File: src/rtl/mp_fifo_dat_vld_output_pkg.sv
// Shared sizing helpers and pointer wrap arithmetic for the multi-port data/valid-output FIFO.
package mp_fifo_dat_vld_output_pkg;

  function automatic int unsigned ptr_w(input int unsigned depth);
    return (depth > 1) ? $clog2(depth) : 1;
  endfunction

  function automatic int unsigned cnt_w(input int unsigned depth);
    return $clog2(depth + 1);
  endfunction

  // Operands are always below depth, so one compare-subtract wraps correctly for any depth.
  function automatic int unsigned mod_add(input int unsigned a, input int unsigned b,
                                          input int unsigned depth);
    int unsigned s;
    s = a + b;
    if (s >= depth) s = s - depth;
    return s;
  endfunction

endpackage

File: src/rtl/mp_fifo_ptr_ctrl.sv
// Head/tail/count bookkeeping with prefix-masked enqueue/dequeue handshakes and synchronous flush.
module mp_fifo_ptr_ctrl
  import mp_fifo_dat_vld_output_pkg::*;
#(
  parameter int unsigned DEPTH          = 16,
  parameter int unsigned ENQ_WIDTH      = 2,
  parameter int unsigned DEQ_WIDTH      = 2,
  parameter int unsigned MUST_TAKEN_ALL = 1,
  localparam int unsigned PW            = ptr_w(DEPTH),
  localparam int unsigned CW            = cnt_w(DEPTH)
) (
  input  logic                 clk,
  input  logic                 rst,
  input  logic                 flush_i,
  input  logic [ENQ_WIDTH-1:0] enq_vld_i,
  input  logic [DEQ_WIDTH-1:0] deq_rdy_i,
  output logic [ENQ_WIDTH-1:0] enq_rdy_o,
  output logic [DEQ_WIDTH-1:0] deq_vld_o,
  output logic [ENQ_WIDTH-1:0] enq_fire_o,
  output logic [DEQ_WIDTH-1:0] deq_fire_o,
  output logic [PW-1:0]        head_o,
  output logic [PW-1:0]        tail_o,
  output logic [CW-1:0]        count_o
);

  logic [PW-1:0] head, tail;
  logic [CW-1:0] count;
  int unsigned   cnt_u, avail, n_enq, n_deq;
  logic          enq_run, deq_run;

  // Readiness comes from the registered count only: a same-cycle dequeue frees nothing.
  always_comb begin
    cnt_u      = 32'(count);
    avail      = DEPTH - cnt_u;
    enq_rdy_o  = '0;
    enq_fire_o = '0;
    n_enq      = 0;
    enq_run    = 1'b1;
    for (int unsigned i = 0; i < ENQ_WIDTH; i++) begin
      if (!flush_i)
        enq_rdy_o[i] = (MUST_TAKEN_ALL != 0) ? (avail >= ENQ_WIDTH) : (avail > i);
      enq_fire_o[i] = enq_run & enq_vld_i[i] & enq_rdy_o[i];
      enq_run       = enq_fire_o[i];
      if (enq_fire_o[i]) n_enq = n_enq + 1;
    end
    deq_vld_o  = '0;
    deq_fire_o = '0;
    n_deq      = 0;
    deq_run    = 1'b1;
    for (int unsigned i = 0; i < DEQ_WIDTH; i++) begin
      if (!flush_i) deq_vld_o[i] = (cnt_u > i);
      deq_fire_o[i] = deq_run & deq_rdy_i[i] & deq_vld_o[i];
      deq_run       = deq_fire_o[i];
      if (deq_fire_o[i]) n_deq = n_deq + 1;
    end
  end

  always_ff @(posedge clk) begin
    if (rst || flush_i) begin
      head  <= '0;
      tail  <= '0;
      count <= '0;
    end else begin
      head  <= PW'(mod_add(32'(head), n_deq, DEPTH));
      tail  <= PW'(mod_add(32'(tail), n_enq, DEPTH));
      count <= CW'(cnt_u + n_enq - n_deq);
    end
  end

  assign head_o  = head;
  assign tail_o  = tail;
  assign count_o = count;

endmodule

File: src/rtl/mp_fifo_dat_vld_output.sv
// Multi-port in-order FIFO exposing its raw storage array and per-entry live bits for snooping.
module mp_fifo_dat_vld_output
  import mp_fifo_dat_vld_output_pkg::*;
#(
  parameter int unsigned PAYLOAD_WIDTH  = 8,
  parameter int unsigned DEPTH          = 16,
  parameter int unsigned ENQ_WIDTH      = 2,
  parameter int unsigned DEQ_WIDTH      = 2,
  parameter int unsigned MUST_TAKEN_ALL = 1
) (
  input  logic                               clk,
  input  logic                               rst,
  input  logic                               flush_i,
  input  logic [ENQ_WIDTH-1:0]               enqueue_vld_i,
  input  logic [ENQ_WIDTH*PAYLOAD_WIDTH-1:0] enqueue_payload_i,
  output logic [ENQ_WIDTH-1:0]               enqueue_rdy_o,
  output logic [DEQ_WIDTH-1:0]               dequeue_vld_o,
  output logic [DEQ_WIDTH*PAYLOAD_WIDTH-1:0] dequeue_payload_o,
  input  logic [DEQ_WIDTH-1:0]               dequeue_rdy_i,
  output logic [DEPTH*PAYLOAD_WIDTH-1:0]     payload_dff,
  output logic [DEPTH-1:0]                   payload_vld_dff,
  output logic [cnt_w(DEPTH)-1:0]            occupancy_o
);

  localparam int unsigned PW = ptr_w(DEPTH);

  logic [PW-1:0]            head, tail;
  logic [ENQ_WIDTH-1:0]     enq_fire;
  logic [DEQ_WIDTH-1:0]     deq_fire;
  logic [PW-1:0]            enq_idx [ENQ_WIDTH];
  logic [PW-1:0]            deq_idx [DEQ_WIDTH];
  logic [PAYLOAD_WIDTH-1:0] mem [DEPTH];
  logic [DEPTH-1:0]         vld_q, vld_n;

  mp_fifo_ptr_ctrl #(
    .DEPTH          (DEPTH),
    .ENQ_WIDTH      (ENQ_WIDTH),
    .DEQ_WIDTH      (DEQ_WIDTH),
    .MUST_TAKEN_ALL (MUST_TAKEN_ALL)
  ) u_ptr_ctrl (
    .clk        (clk),
    .rst        (rst),
    .flush_i    (flush_i),
    .enq_vld_i  (enqueue_vld_i),
    .deq_rdy_i  (dequeue_rdy_i),
    .enq_rdy_o  (enqueue_rdy_o),
    .deq_vld_o  (dequeue_vld_o),
    .enq_fire_o (enq_fire),
    .deq_fire_o (deq_fire),
    .head_o     (head),
    .tail_o     (tail),
    .count_o    (occupancy_o)
  );

  always_comb begin
    for (int unsigned i = 0; i < ENQ_WIDTH; i++)
      enq_idx[i] = PW'(mod_add(32'(tail), i, DEPTH));
    for (int unsigned i = 0; i < DEQ_WIDTH; i++)
      deq_idx[i] = PW'(mod_add(32'(head), i, DEPTH));
  end

  // Enqueue targets never overlap same-cycle dequeue targets, so set/clear order is irrelevant.
  always_comb begin
    vld_n = vld_q;
    for (int unsigned i = 0; i < DEQ_WIDTH; i++)
      if (deq_fire[i]) vld_n[deq_idx[i]] = 1'b0;
    for (int unsigned i = 0; i < ENQ_WIDTH; i++)
      if (enq_fire[i]) vld_n[enq_idx[i]] = 1'b1;
  end

  always_ff @(posedge clk) begin
    if (rst || flush_i) vld_q <= '0;
    else                vld_q <= vld_n;
  end

  always_ff @(posedge clk) begin
    for (int unsigned i = 0; i < ENQ_WIDTH; i++)
      if (enq_fire[i]) mem[enq_idx[i]] <= enqueue_payload_i[i*PAYLOAD_WIDTH +: PAYLOAD_WIDTH];
  end

  always_comb begin
    for (int unsigned e = 0; e < DEPTH; e++)
      payload_dff[e*PAYLOAD_WIDTH +: PAYLOAD_WIDTH] = mem[e];
    for (int unsigned i = 0; i < DEQ_WIDTH; i++)
      dequeue_payload_o[i*PAYLOAD_WIDTH +: PAYLOAD_WIDTH] = mem[deq_idx[i]];
  end

  assign payload_vld_dff = vld_q;

endmodule

File: config.mk
export PLATFORM = sky130hd
export DESIGN_NAME = mp_fifo_dat_vld_output
export DESIGN_NICKNAME = d
export VERILOG_FILES = /design/src/rtl/mp_fifo_dat_vld_output_pkg.sv /design/src/rtl/mp_fifo_ptr_ctrl.sv /design/src/rtl/mp_fifo_dat_vld_output.sv
export SDC_FILE = /design/constraint.sdc
export NUM_CORES = 1
export LEC_CHECK = 0
export ABC_AREA = 0
export BUFFER_PORTS_ARGS = -buffer_cell sky130_fd_sc_hd__buf_2
export CAP_MARGIN = 20
export CORE_ASPECT_RATIO = 0.75
export CORE_MARGIN = 2
export CORE_UTILIZATION = 35
export DETAILED_ROUTE_END_ITERATION = 6
export GPL_TIMING_DRIVEN = 0
export PLACE_DENSITY = 0.66
export SKIP_CTS_REPAIR_TIMING = 1
export SKIP_LAST_GASP = 1
export SLEW_MARGIN = 5
export SYNTH_ARGS = -nofsm -noshare
export SYNTH_HDL_FRONTEND = slang
export SYNTH_SLANG_ARGS = --single-unit
File: constraint.sdc
create_clock -name clk -period 3.55 [get_ports clk]
set_input_delay 0.1775 -clock clk [delete_from_list [all_inputs] [get_ports clk]]
set_output_delay 0.1775 -clock clk [all_outputs]
set_load 0.005 [all_outputs]
# Yosys cells after proc, flatten, opt, wreduce, memory -nomap -nowiden
# Memory sizes are Yosys's and may differ from the RTL's.
# Cells that the tools add are included.
[word_totals]
mem_count = 1
input_bits = 23
ff_bits = 29
output_inout_bits = 169
ram_bits = 128
[classes]
bitwise_logic = 12
n_addsub = 15
mux = 29
n_reduce_logical = 5
magnitude_cmp = 17
[memory_table]
columns = ["name", "depth", "word_bits", "read_ports", "rd_ports_with_merged_regs", "write_ports", "line_no", "text"]
rows = [
  ["mem", 16, 8, 18, 0, 2, "mp_fifo_dat_vld_output.sv:32", "logic [PAYLOAD_WIDTH-1:0] mem [DEPTH];"],
]
[ops]
columns = ["operator", "n"]
rows = [
  ["32-bit by 5-bit >= comparator with 1-bit output (second input constant)", 2],
  ["16-bit two-way mux", 4],
  ["16-bit bitwise AND", 2],
  ["32-bit by 2-bit >= comparator with 1-bit output (second input constant)", 1],
  ["16-bit NOT", 2],
  ["16-bit bitwise OR", 2],
  ["4-bit two-way mux", 6],
  ["4-bit by 1-bit subtractor with 4-bit output (second input constant)", 6],
  ["4-bit by 5-bit < comparator with 1-bit output (second input constant)", 4],
  ["1-bit demux with 4-bit select", 4],
  ["4-bit by 1-bit >= comparator with 1-bit output (second input constant)", 4],
  ["1-bit two-way mux", 13],
  ["4-bit by 1-bit adder with 5-bit output (second input constant)", 2],
  ["4-bit by 2-bit adder with 5-bit output", 2],
  ["4-bit by 5-bit >= comparator with 1-bit output (second input constant)", 2],
  ["5-bit >= comparator (second input constant)", 2],
  ["5-bit by 1-bit greater-than comparator with 1-bit output (second input constant)", 2],
  ["1-bit bitwise AND", 6],
  ["5-bit by 5-bit subtractor with 6-bit output (first input constant)", 1],
  ["5-bit adder", 1],
  ["5-bit subtractor", 1],
  ["1-bit by 1-bit adder with 2-bit output (second input constant)", 2],
  ["1-bit logical AND", 4],
  ["2-bit two-way mux", 2],
  ["1-bit logical OR", 1],
]

# Longest topological paths before layout
# Gate-level depths: netlist of the first run.
[depth]
ltp_word = 15
depth_mapped = 19
mapped_depth_nobuf = 19

# Hierarchy
# From an unflattened synthesis of the first run, not the netlist that was laid out.
[hier_totals]
hier_cells = 653
area_unflattened_um2 = 9626.7
[modules_own_cells]
columns = ["mod", "cells_each", "area_each_um2", "instances", "seq_area_each_um2"]
rows = [
  ["mp_fifo_dat_vld_output", 550, 8680.8, 1, 4164.0],
  ["mp_fifo_ptr_ctrl", 103, 945.9, 1, 260.2],
]

# Least setup slack after synthesis of the first run
# Ideal clock, no wire load.
[synth_path]
kind = "register -> register"
start = "reg u_ptr_ctrl.count[2], in the netlist u_ptr_ctrl.count_o[2]"
end = "reg u_ptr_ctrl.count[4], in the netlist u_ptr_ctrl.count_o[4]"
slack_ps = -32
period_less_slack_ps = 3582
t_arrival_ps = 3454
t_required_ps = 3422
path_stages_with_launch = 20
setup_time_ps = 128
cell_sequence = "dfxtp_1 inv_1 ha_1 and2_1 ha_1 o2111a_2 nand2_1 nand2_2 inv_2 and2_1 ha_1 inv_1 fa_1 inv_1 fa_1 a21oi_1 nor2_1 nor2_1 xnor2_1 nor2_1"
[synth_between]
elab_chain_cells = 9
[synth_lines]
columns = ["element", "line_no", "text"]
rows = [
  ["start: declaration", "mp_fifo_ptr_ctrl.sv:27", "logic [CW-1:0] count;"],
  ["start signal: assignment", "mp_fifo_ptr_ctrl.sv:66", "count <= CW'(cnt_u + n_enq - n_deq);"],
  ["5-bit by 5-bit subtractor with 6-bit output", "mp_fifo_ptr_ctrl.sv:34", "avail = DEPTH - cnt_u;"],
  ["32-bit by 2-bit >= comparator with 1-bit output", "mp_fifo_ptr_ctrl.sv:41", "enq_rdy_o[i] = (MUST_TAKEN_ALL != 0) ? (avail >= ENQ_WIDTH) : (avail > i);"],
  ["1-bit two-way mux", "mp_fifo_ptr_ctrl.sv:40", "if (!flush_i)"],
  ["1-bit bitwise AND", "mp_fifo_ptr_ctrl.sv:42", "enq_fire_o[i] = enq_run & enq_vld_i[i] & enq_rdy_o[i];"],
  ["1-bit two-way mux or 1-bit bitwise AND (tied branches)", "mp_fifo_ptr_ctrl.sv:44, mp_fifo_ptr_ctrl.sv:42", ""],
  ["1-bit by 1-bit adder with 2-bit output or 1-bit bitwise AND (tied branches)", "mp_fifo_ptr_ctrl.sv:44, mp_fifo_ptr_ctrl.sv:42", ""],
  ["2-bit two-way mux", "mp_fifo_ptr_ctrl.sv:44", "if (enq_fire_o[i]) n_enq = n_enq + 1;"],
  ["5-bit adder", "mp_fifo_ptr_ctrl.sv:66", ""],
  ["5-bit subtractor (*)", "mp_fifo_ptr_ctrl.sv:66", ""],
]
# Mark *: on every way between the ends. The rest lies on a longest branch, timed or not.
# A chain may end at the register's enable or synchronous reset.

# Worst setup path in the final report of the first run
[layout_path]
start = "reg u_ptr_ctrl.head[0], in the netlist u_ptr_ctrl.head_o[0]"
end = "out dequeue_payload_o[8]"
[layout_between]
elab_chain_cells = 4
[layout_lines]
columns = ["element", "line_no", "text"]
rows = [
  ["start: declaration", "mp_fifo_ptr_ctrl.sv:26", "logic [PW-1:0] head, tail;"],
  ["start signal: assignment", "mp_fifo_ptr_ctrl.sv:64", "head <= PW'(mod_add(32'(head), n_deq, DEPTH));"],
  ["4-bit by 1-bit adder with 5-bit output (*)", "mp_fifo_dat_vld_output_pkg.sv:16", "s = a + b;"],
  ["4-bit by 1-bit subtractor with 4-bit output or 5-bit >= comparator (tied branches)", "mp_fifo_dat_vld_output_pkg.sv:17", "if (s >= depth) s = s - depth;"],
  ["4-bit two-way mux (*)", "mp_fifo_dat_vld_output_pkg.sv:17", ""],
  ["memory 16 x 8 bit (*)", "n/a", ""],
  ["end: declaration", "mp_fifo_dat_vld_output.sv:18", "output logic [DEQ_WIDTH*PAYLOAD_WIDTH-1:0] dequeue_payload_o,"],
]
# Marked as above.

==> flow_summary.ini, run 1 <==
[synth]
synth-edff-count = 128
synthFlopType = edfxtp_1
yosys_warnings = 0
synth_commonest_cells = edfxtp_1, mux2_2, mux4_2
synth.area.top_cells = edfxtp_1, mux4_2, mux2_2
syn_area_sq_um = 9478
ys_types = 50
postSynthCellCount = 646
synth_top_area_share_pct = 40.55
ys_async_sr_fraction_pct = 0
yosysMostFrequentCell = edfxtp_1
synth_seq_cells = 157
yosysSeqAreaShare_pct = 46.68
avgSynthCellArea_sq_um = 14.67
synth_largest_area_cell = edfxtp_1
syn_nets = 695

[critical_path]
r2r_cells = 19
cp-startpoint = u_ptr_ctrl.head_o[0]
crit_path_frequent_cell = mux4_2
critPathRequiredTime_ps = 3370
cp_max_fo = 10
crit_end = dequeue_payload_o[8]
path_cells = buf_6 -> buf_8 -> inv_1 -> ha_1 -> buf_4 -> buf_12 -> mux4_2 -> mux4_2 -> buf_2
cp_num_cells = 9
critPathKind = flip-flop to output port
cp-end-kind = output port
crit_arrival_ps = 3290
crit_slowest_cell = mux4_2
r2r-end = u_ptr_ctrl.count_o[4]
critPathBufInv = 6
r2r_slack_ps = 170
cpLargestDelayFamily = multiplexers
start_kind = flip-flop
cpPeakStageDelay_ps = 560
r2r-start = u_ptr_ctrl.count_o[1]

[cts]
clock_latency_ps = 440
cts_made_buffers = 17
clock_sinks = 157
cts_tree = done
ctsHtreeMaxLevel = 4
path_clk_slew_ps = 70
root_buffer = clkbuf_16
clk_path_buf_depth = 2

[sta]
slew_viol_final = 0
worst_slew_pin_slew_ps = 1143
fin_worst_skew_ps = 7.593
timing.slew.headroom_pct = 23.54
finalCritPeriodShare_pct = 97.64
finalSetupViolCount = 0
period_minus_slack_ps = 3466
fmax_mhz = 288.5
hold_violations = 0

[placed_design]
io_buffers = 190
gp_congestion = 0.9389
dpl.hpwl_microns = 24160

[cells_and_area]
final_nets = 915
post-route-util_pct = 43.45
fill_cells = 2431
regArea_sq_um = 4439
diodes = 0
syn_to_final_growth_pct = 22.89
multi_input_area_sq_um = 4780
drive_gt1_share_pct = 57.68

[grt]
grt-ovfl-total = 0
antenna_found_initial = 0
grt_pass1_wl_microns = 45720
grt_pass1_vias = 6605
grt_start_max_net_pins = 17
grtUsageTotal_pct = 22.26

[power_and_ir_drop]
totalPowerFinal_mw = 5.491
p_per_area_nw_per_um2 = 471.4
leakage_nw = 4.198
peakVddDrop_mv = 0.2776

[drt]
routed.top_layer = met4
routed_via_density = 5.768
route.met2.wl_microns = 14110
wl_per_cell_microns = 26.35
wl_met3_microns = 4793
wl_met1_microns = 13130
ant_nets = 0
routed_wl_microns = 32410
vias = 7095
drtIter0Drc = 825
first_pass_iters = 5
drc = 0

[floorplan]
coreArea_sq_um = 26810
fp-row-count = 52
initial_utilization_pct = 35.36
die_y_microns = 146.5
io_pins = 192
die_w_microns = 194.0
die_area_sq_um = 28430

[hold_path]
hold_path.class = primary input to flip-flop

[flow_run]
cap_violations = 0

[run_status]
status = finished clean
worst min-delay path by stage:
stage | cells after the start | from | slack, ps | to
floorplan | 2 | rst | 370 | payload_vld_dff[4]
global placement | 2 | payload_vld_dff[2] | 480 | payload_vld_dff[2]
detailed placement | 2 | payload_vld_dff[13] | 470 | payload_vld_dff[13]
CTS | 3 | rst | 50 | payload_vld_dff[4]
global route | 3 | rst | 90 | payload_vld_dff[4]
finish | 3 | rst | 60 | payload_vld_dff[4]
cells by family after synthesis:
kind of cell / synth area share [%]
compound gates: 4.290
xor+xnor: 1.003
fa+ha+maj: 3.749
buf+inv: 3.248
flops: 46.68
mux: 34.50
simple gates: 6.535
cells in the final DEF, fill, tap and decap left out, types with 4 or more instances in the layout:
master       n
buf_2      201
edfxtp_1   128
mux2_2     123
mux4_2      80
nor2_1      34
nand2_1     28
clkbuf_1    24
dfxtp_1     23
ha_1        19
inv_1       18
nand2_2     17
clkbuf_16   17
buf_4       14
o2111ai_1   14
a21oi_1      9
o21ai_0      9
and2_1       8
nor2b_1      7
xnor2_1      6
inv_6        6
o21ai_1      5
and3_1       4
nand3_1      4
a21oi_4      4
mux2_4       4
sequential cells by signal, indices dropped and copies added (netlist names):
| signal | count |
|---|---|
| u_ptr_ctrl.count_o | 5 |
| u_ptr_ctrl.tail_o | 4 |
| mem | 128 |
| payload_vld_dff | 16 |
| u_ptr_ctrl.head_o | 4 |
per-stage QoR:
stage               std cells  instance area, sq um  setup WS [ps]  TNS, ps  hold WS, ps
finish                   1230                 11650          83.86        0        57.21
global route             1230                 11650         -13.27   -13.27        85.28
CTS                      1220                 11450         -675.4    -5388        51.89
detailed placement       1188                 10880         -283.4    -1593        468.2
global placement         1187                 10870         -254.8    -1454        475.7
floorplan                 646                  9482          53.44        0        374.4
metal layers:
| metal | track usage (%) | up-vias |
|---|---|---|
| met3 | 9.425 | 36 |
| li1 | - | 2987 |
| met2 | 31.62 | 471 |
| met5 | 0 | - |
| met1 | 31.72 | 3601 |
| met4 | 4.508 | 0 |
where the power goes:
part | internal, mW | switching (mW)
sequential | 2.07 | 0.0578
clock | 0.988 | 0.843
combinational | 0.713 | 0.816
final cells by class:
class | count | area share (%)
Buffer | 46 | 2.471
Multi-Input combinational cell | 420 | 41.04
Clock inverter | 15 | 1.289
Clock buffer | 17 | 3.652
Tap cell | 351 | 3.771
Sequential cell | 157 | 38.11
Timing Repair Buffer | 202 | 8.938
Inverter | 22 | 0.7305
worst reg2reg max path, stage by stage, from the launching register on:
cell and delay [ps]:
dfxtp_4 370, inv_2 60, ha_2 170, and2_1 130, ha_1 270, o2111a_2 180
nand2_2 120, nand2_4 80, inv_4 90, and2_1 130, ha_2 190, inv_2 50
fa_1 490, inv_1 70, fa_2 380, a21oi_2 130, nor2_1 50, nor2_1 120
xnor2_1 120, nor2_1 50
Note: power is estimated with default switching activity, not from simulation.
==> inputs of run 2 (changes only) <==
Settings changed: HOLD_SLACK_MARGIN set to 0.06, SYNTH_HIERARCHICAL set to 1.
==> run 2 against run 1 <==
Routed wire length rose by 7.8%. Critical path type unchanged. Sequential share of layout area fell by 1.2 points. Final area rose by 3.3%. Via count rose by 4.2%. Largest cell class unchanged. Critical endpoint unchanged. Fmax fell by 1.9%.
==> flow_summary.ini, run 2 <==
[run_status]
status = finished clean

[drt]
vias = 7390
drtIter0Drc = 991
first_pass_iters = 5
routed_via_density = 5.921
drc = 0
wl_per_cell_microns = 28.00
ant_nets = 0
routed_wl_microns = 34940

[hold_path]
holdPathEnd = mem[9][1]
holdPathStages = 2
hold_path_startpoint = enqueue_payload_i[1]
hold_path.class = primary input to flip-flop

[sta]
hold_violations = 0
finalSetupViolCount = 0
worst_slew_pin_slew_ps = 1139
timing.slew.headroom_pct = 24.08
period_minus_slack_ps = 3533
fin_worst_skew_ps = 11.29
finalCritPeriodShare_pct = 99.53
slew_viol_final = 0
fmax_mhz = 283.0

[critical_path]
r2r-start = u_ptr_ctrl/count_o[2]
cp_max_fo = 10
r2r_cells = 18
critPathKind = flip-flop to output port
crit_arrival_ps = 3360
r2r_slack_ps = 150
start_kind = flip-flop
r2r-end = u_ptr_ctrl/count_o[4]
cp-end-kind = output port
critPathRequiredTime_ps = 3370

[cells_and_area]
syn_to_final_growth_pct = 24.95
design_area_sq_um = 12030
final_nets = 935
post-route-util_pct = 44.55
layout_commonest_cell = buf_2
fill_cells = 2424
final_cell_mix = buf_2, edfxtp_1, mux2_2
diodes = 0
drive_gt1_share_pct = 51.51
largest_register_ffs = 128

[synth]
ys_async_sr_fraction_pct = 0
yosys_warnings = 6
synth.area.top_cells = edfxtp_1, mux4_2, mux2_2
yosysSeqAreaShare_pct = 45.96
syn_nets = 702
synth-edff-count = 128
avgSynthCellArea_sq_um = 14.74
synthFlopType = edfxtp_1
postSynthCellCount = 653
synth_top_area_share_pct = 39.93
synth_commonest_cells = edfxtp_1, mux2_2, mux4_2
synth_largest_area_cell = edfxtp_1
yosysMostFrequentCell = edfxtp_1
synth_seq_cells = 157
syn_area_sq_um = 9627
ys_types = 55

[power_and_ir_drop]
p_per_area_nw_per_um2 = 450.1
leakage_nw = 4.334
peakVddDrop_mv = 0.2958

[grt]
grt_start_max_net_pins = 17
antenna_found_initial = 0
grt_pass1_vias = 7197
grtUsageTotal_pct = 24.17
grt-ovfl-total = 0
grt_pass1_wl_microns = 49380

[cts]
cts_made_buffers = 17
cts_tree = done
clock_latency_ps = 440
clk_path_buf_depth = 2
clock_sinks = 157
ctsHtreeMaxLevel = 4
path_clk_slew_ps = 60
root_buffer = clkbuf_16

[floorplan]
coreArea_sq_um = 27000
die_y_microns = 147.6
die_w_microns = 195.5
die_area_sq_um = 28860
initial_utilization_pct = 35.65
io_pins = 192
fp-row-count = 52

[flow_run]
cap_violations = 0

[placed_design]
gp_congestion = 0.9051
io_buffers = 191
dpl.hpwl_microns = 25380
placed_cell_area_sq_um = 11220
[run 2: per-stage QoR]
stage | setup TNS, ps | hold WS, ps | total power, mW | instances | setup WS (ps)
4_1_cts | -14290 | 27.33 | 5.295 | 1239 | -1063
6_report | 0 | 131.1 | 5.415 | 1248 | 16.84
3_5_place_dp | -10520 | 486.0 | 3.359 | 1209 | -600.4
5_1_grt | -54.59 | 119.6 | 5.617 | 1248 | -26.05
2_1_floorplan | 0 | 342.3 | 2.926 | 653 | 148.2
3_3_place_gp | -85240 | 480.7 | 3.323 | 1195 | -1486
[run 2: final cells by class]
cell class              instances  area [sq um]  area share (%)
clock buffers                  17         425.4           3.537
clock inverters                13         191.4           1.591
plain buffers                  50         314.1           2.611
multi-input cells             426          4964           41.26
flip-flops and latches        157          4437           36.88
inverters                      20         75.07          0.6241
well taps                     351         439.2           3.651
repair buffers                214          1184           9.840
[run 2: cells by family after synthesis]
group / Yosys count / share of synthesized area [%]
muxes: 209 / 34.65
DFF: 157 / 45.96
and+or+nand+nor: 117 / 6.629
buffers and inverters: 70 / 3.678
AOI/OAI and AO/OA: 65 / 4.497
adders and majority gates: 26 / 3.691
xor gates and xnor gates: 9 / 0.8969
[run 2: where the power goes]
group          switching, mW  internal (mW)  leakage [nW]
logic                  0.682          0.646          2.65
registers             0.0603           2.07          1.39
clock network          0.777           1.18         0.294
total                   1.52           3.90          4.33
[run 2: layer usage]
layer  global-route usage, %  up-vias  part of all wire, %
met3                   8.487       66                   13
met5                       0        -                    0
met1                   31.57     3698                   39
met4                   9.618        0                  3.2
met2                   36.93      542                   45
li1                        -     3084                    -
[run 2: worst max path at each step]
| stage | startpoint | to | slack [ps] | cells past startpoint |
|---|---|---|---|---|
| after floorplan | u_ptr_ctrl/count_o[2] | u_ptr_ctrl/count_o[4] | 150 | 15 |
| after global placement | u_ptr_ctrl/count_o[2] | mem[1][3] | -1490 | 10 |
| after detailed placement | u_ptr_ctrl/head_o[0] | dequeue_payload_o[8] | -600 | 9 |
| after CTS | u_ptr_ctrl/head_o[0] | dequeue_payload_o[8] | -1060 | 9 |
| after global routing | u_ptr_ctrl/head_o[0] | dequeue_payload_o[8] | -30 | 9 |
| final | u_ptr_ctrl/head_o[0] | dequeue_payload_o[8] | 20 | 9 |
[run 2: critical path: stages (launching register included)]
cell and delay (ps):
dfxtp_1 450, buf_6 210, buf_4 250, buf_6 220, inv_1 120, ha_4 370
buf_6 230, mux4_2 340, mux4_2 550, buf_2 160
==> inputs of run 3 (changes only) <==
Settings changed: PLACE_DENSITY 0.66 to unset.
==> run 3 against run 2 <==
Routed wire length increased by 3.0%. Sequential share of layout area grew 0.15 points. Setup slack improved by 66 ps. Critical path type unchanged. Largest cell class unchanged. Highest routed layer is now met5.
==> flow_summary.ini, run 3 (synthesis gave the netlist of run 2 again) <==
[drt]
first_pass_iters = 5
drtIter0Drc = 908
routed_wl_microns = 35980
vias = 7440
wl_per_cell_microns = 28.83
routed_via_density = 5.962
ant_nets = 0
drc = 0

[grt]
grt-ovfl-total = 0
grt_pass1_wl_microns = 49790
grt_pass1_vias = 6969
grtUsageTotal_pct = 24.74
grt_start_max_net_pins = 17
antenna_found_initial = 1

[sta]
slew_viol_final = 0
worst_slew_pin_slew_ps = 1100
hold_violations = 0
holdWs_ps = 130.6
finalSetupViolCount = 0
fin_worst_skew_ps = 12.43
finalSetupTns_ps = 0
fmax_mhz = 288.4
finalCritPeriodShare_pct = 97.67
period_minus_slack_ps = 3467
setup_ws_ps = 82.84
timing.slew.headroom_pct = 26.66

[cells_and_area]
layout_commonest_cell = buf_2
syn_to_final_growth_pct = 24.50
final_nets = 932
final_cell_mix = buf_2, edfxtp_1, mux2_2
fill_cells = 2488
largest_register_ffs = 128
regArea_sq_um = 4438
design_area_sq_um = 11990
multi_input_area_sq_um = 4964
drive_gt1_share_pct = 51.67

[placed_design]
gp_congestion = 0.8858
placed_cell_area_sq_um = 11260
pre_cts_ws_ps = -454.7
io_buffers = 191
dpl.hpwl_microns = 25520

[flow_run]
cap_violations = 0

[cts]
cts_made_buffers = 17
path_clk_slew_ps = 70
root_buffer = clkbuf_16
clock_sinks = 157
clock_latency_ps = 440
clk_path_buf_depth = 2
cts_tree = done
ctsHtreeMaxLevel = 4

[power_and_ir_drop]
peakVddDrop_mv = 0.3357
p_per_area_nw_per_um2 = 442.6
totalPowerFinal_mw = 5.305
leakage_nw = 4.316

[critical_path]
critPathRequiredTime_ps = 3370
critPathKind = flip-flop to output port
r2r-start = u_ptr_ctrl/count_o[0]
cp_max_fo = 10
cp-startpoint = u_ptr_ctrl/head_o[0]
cp-end-kind = output port
start_kind = flip-flop
crit_arrival_ps = 3290

[floorplan]
die_y_microns = 147.6
die_area_sq_um = 28860
io_pins = 192
die_w_microns = 195.5
coreArea_sq_um = 27000
initial_utilization_pct = 35.65
fp-row-count = 52

[hold_path]
hold_path_startpoint = enqueue_payload_i[8]
hold_path.class = primary input to flip-flop

[run_status]
status = finished clean
-- run 3: cell count changes in the layout (fill, tap and decap cells not counted), moves of 2 or more --
cell       delta
inv_6         +2
buf_6         -2
clkinv_4      +2
buf_8         +2
bufinv_16     -3
buf_4         -2
-- run 3: critical path: stages, from the launching register on --
cell and delay, ps:
dfxtp_2 400, buf_6 180, buf_4 230, buf_6 230, inv_1 90, ha_2 430
buf_6 240, mux4_2 360, mux4_2 530, buf_2 150
-- run 3: final timing paths --
path	end	slack (ps)	cells past startpoint
setup / recovery	dequeue_payload_o[14]	80	9
hold / removal	mem[2][0]	130	2
setup reg to reg	mem[0][6]	150	11
hold reg to reg	u_ptr_ctrl/tail_o[2]	570	2
-- run 3: per-stage QoR --
step / util, % / instances
floorplan: - / 653
finish: 44.39 / 1248
global route: 44.39 / 1248
detailed placement: 41.70 / 1211
global placement: 40.84 / 1195
CTS: 43.85 / 1243
-- run 3: power breakdown --
| part | total [mW] | internal (mW) | leakage, nW | switching (mW) |
|---|---|---|---|---|
| registers | 2.14 | 2.07 | 1.39 | 0.0652 |
| logic | 1.32 | 0.641 | 2.64 | 0.678 |
| clock network | 1.85 | 0.990 | 0.283 | 0.857 |
| total | 5.30 | 3.70 | 4.32 | 1.60 |
-- run 3: per-layer routing --
layer / up-vias / global-route usage, % / share of wire, %
li1: 3088 / - / -
met4: 2 / 7.595 / 2.6
met3: 63 / 8.305 / 12
met2: 511 / 39.43 / 47
met5: - / 1.178 / 0.12
met1: 3776 / 31.98 / 38
-- run 3: final cells by class --
| class | instances | share of cell area (%) |
|---|---|---|
| Multi-Input combinational cell | 426 | 41.41 |
| Sequential cell | 157 | 37.03 |
| Timing Repair Buffer | 212 | 9.813 |
| Tap cell | 351 | 3.664 |
| Clock buffer | 17 | 3.549 |
| Buffer | 49 | 2.589 |
| Clock inverter | 15 | 1.295 |
| Inverter | 20 | 0.6264 |
| Antenna cell | 1 | 0.02088 |
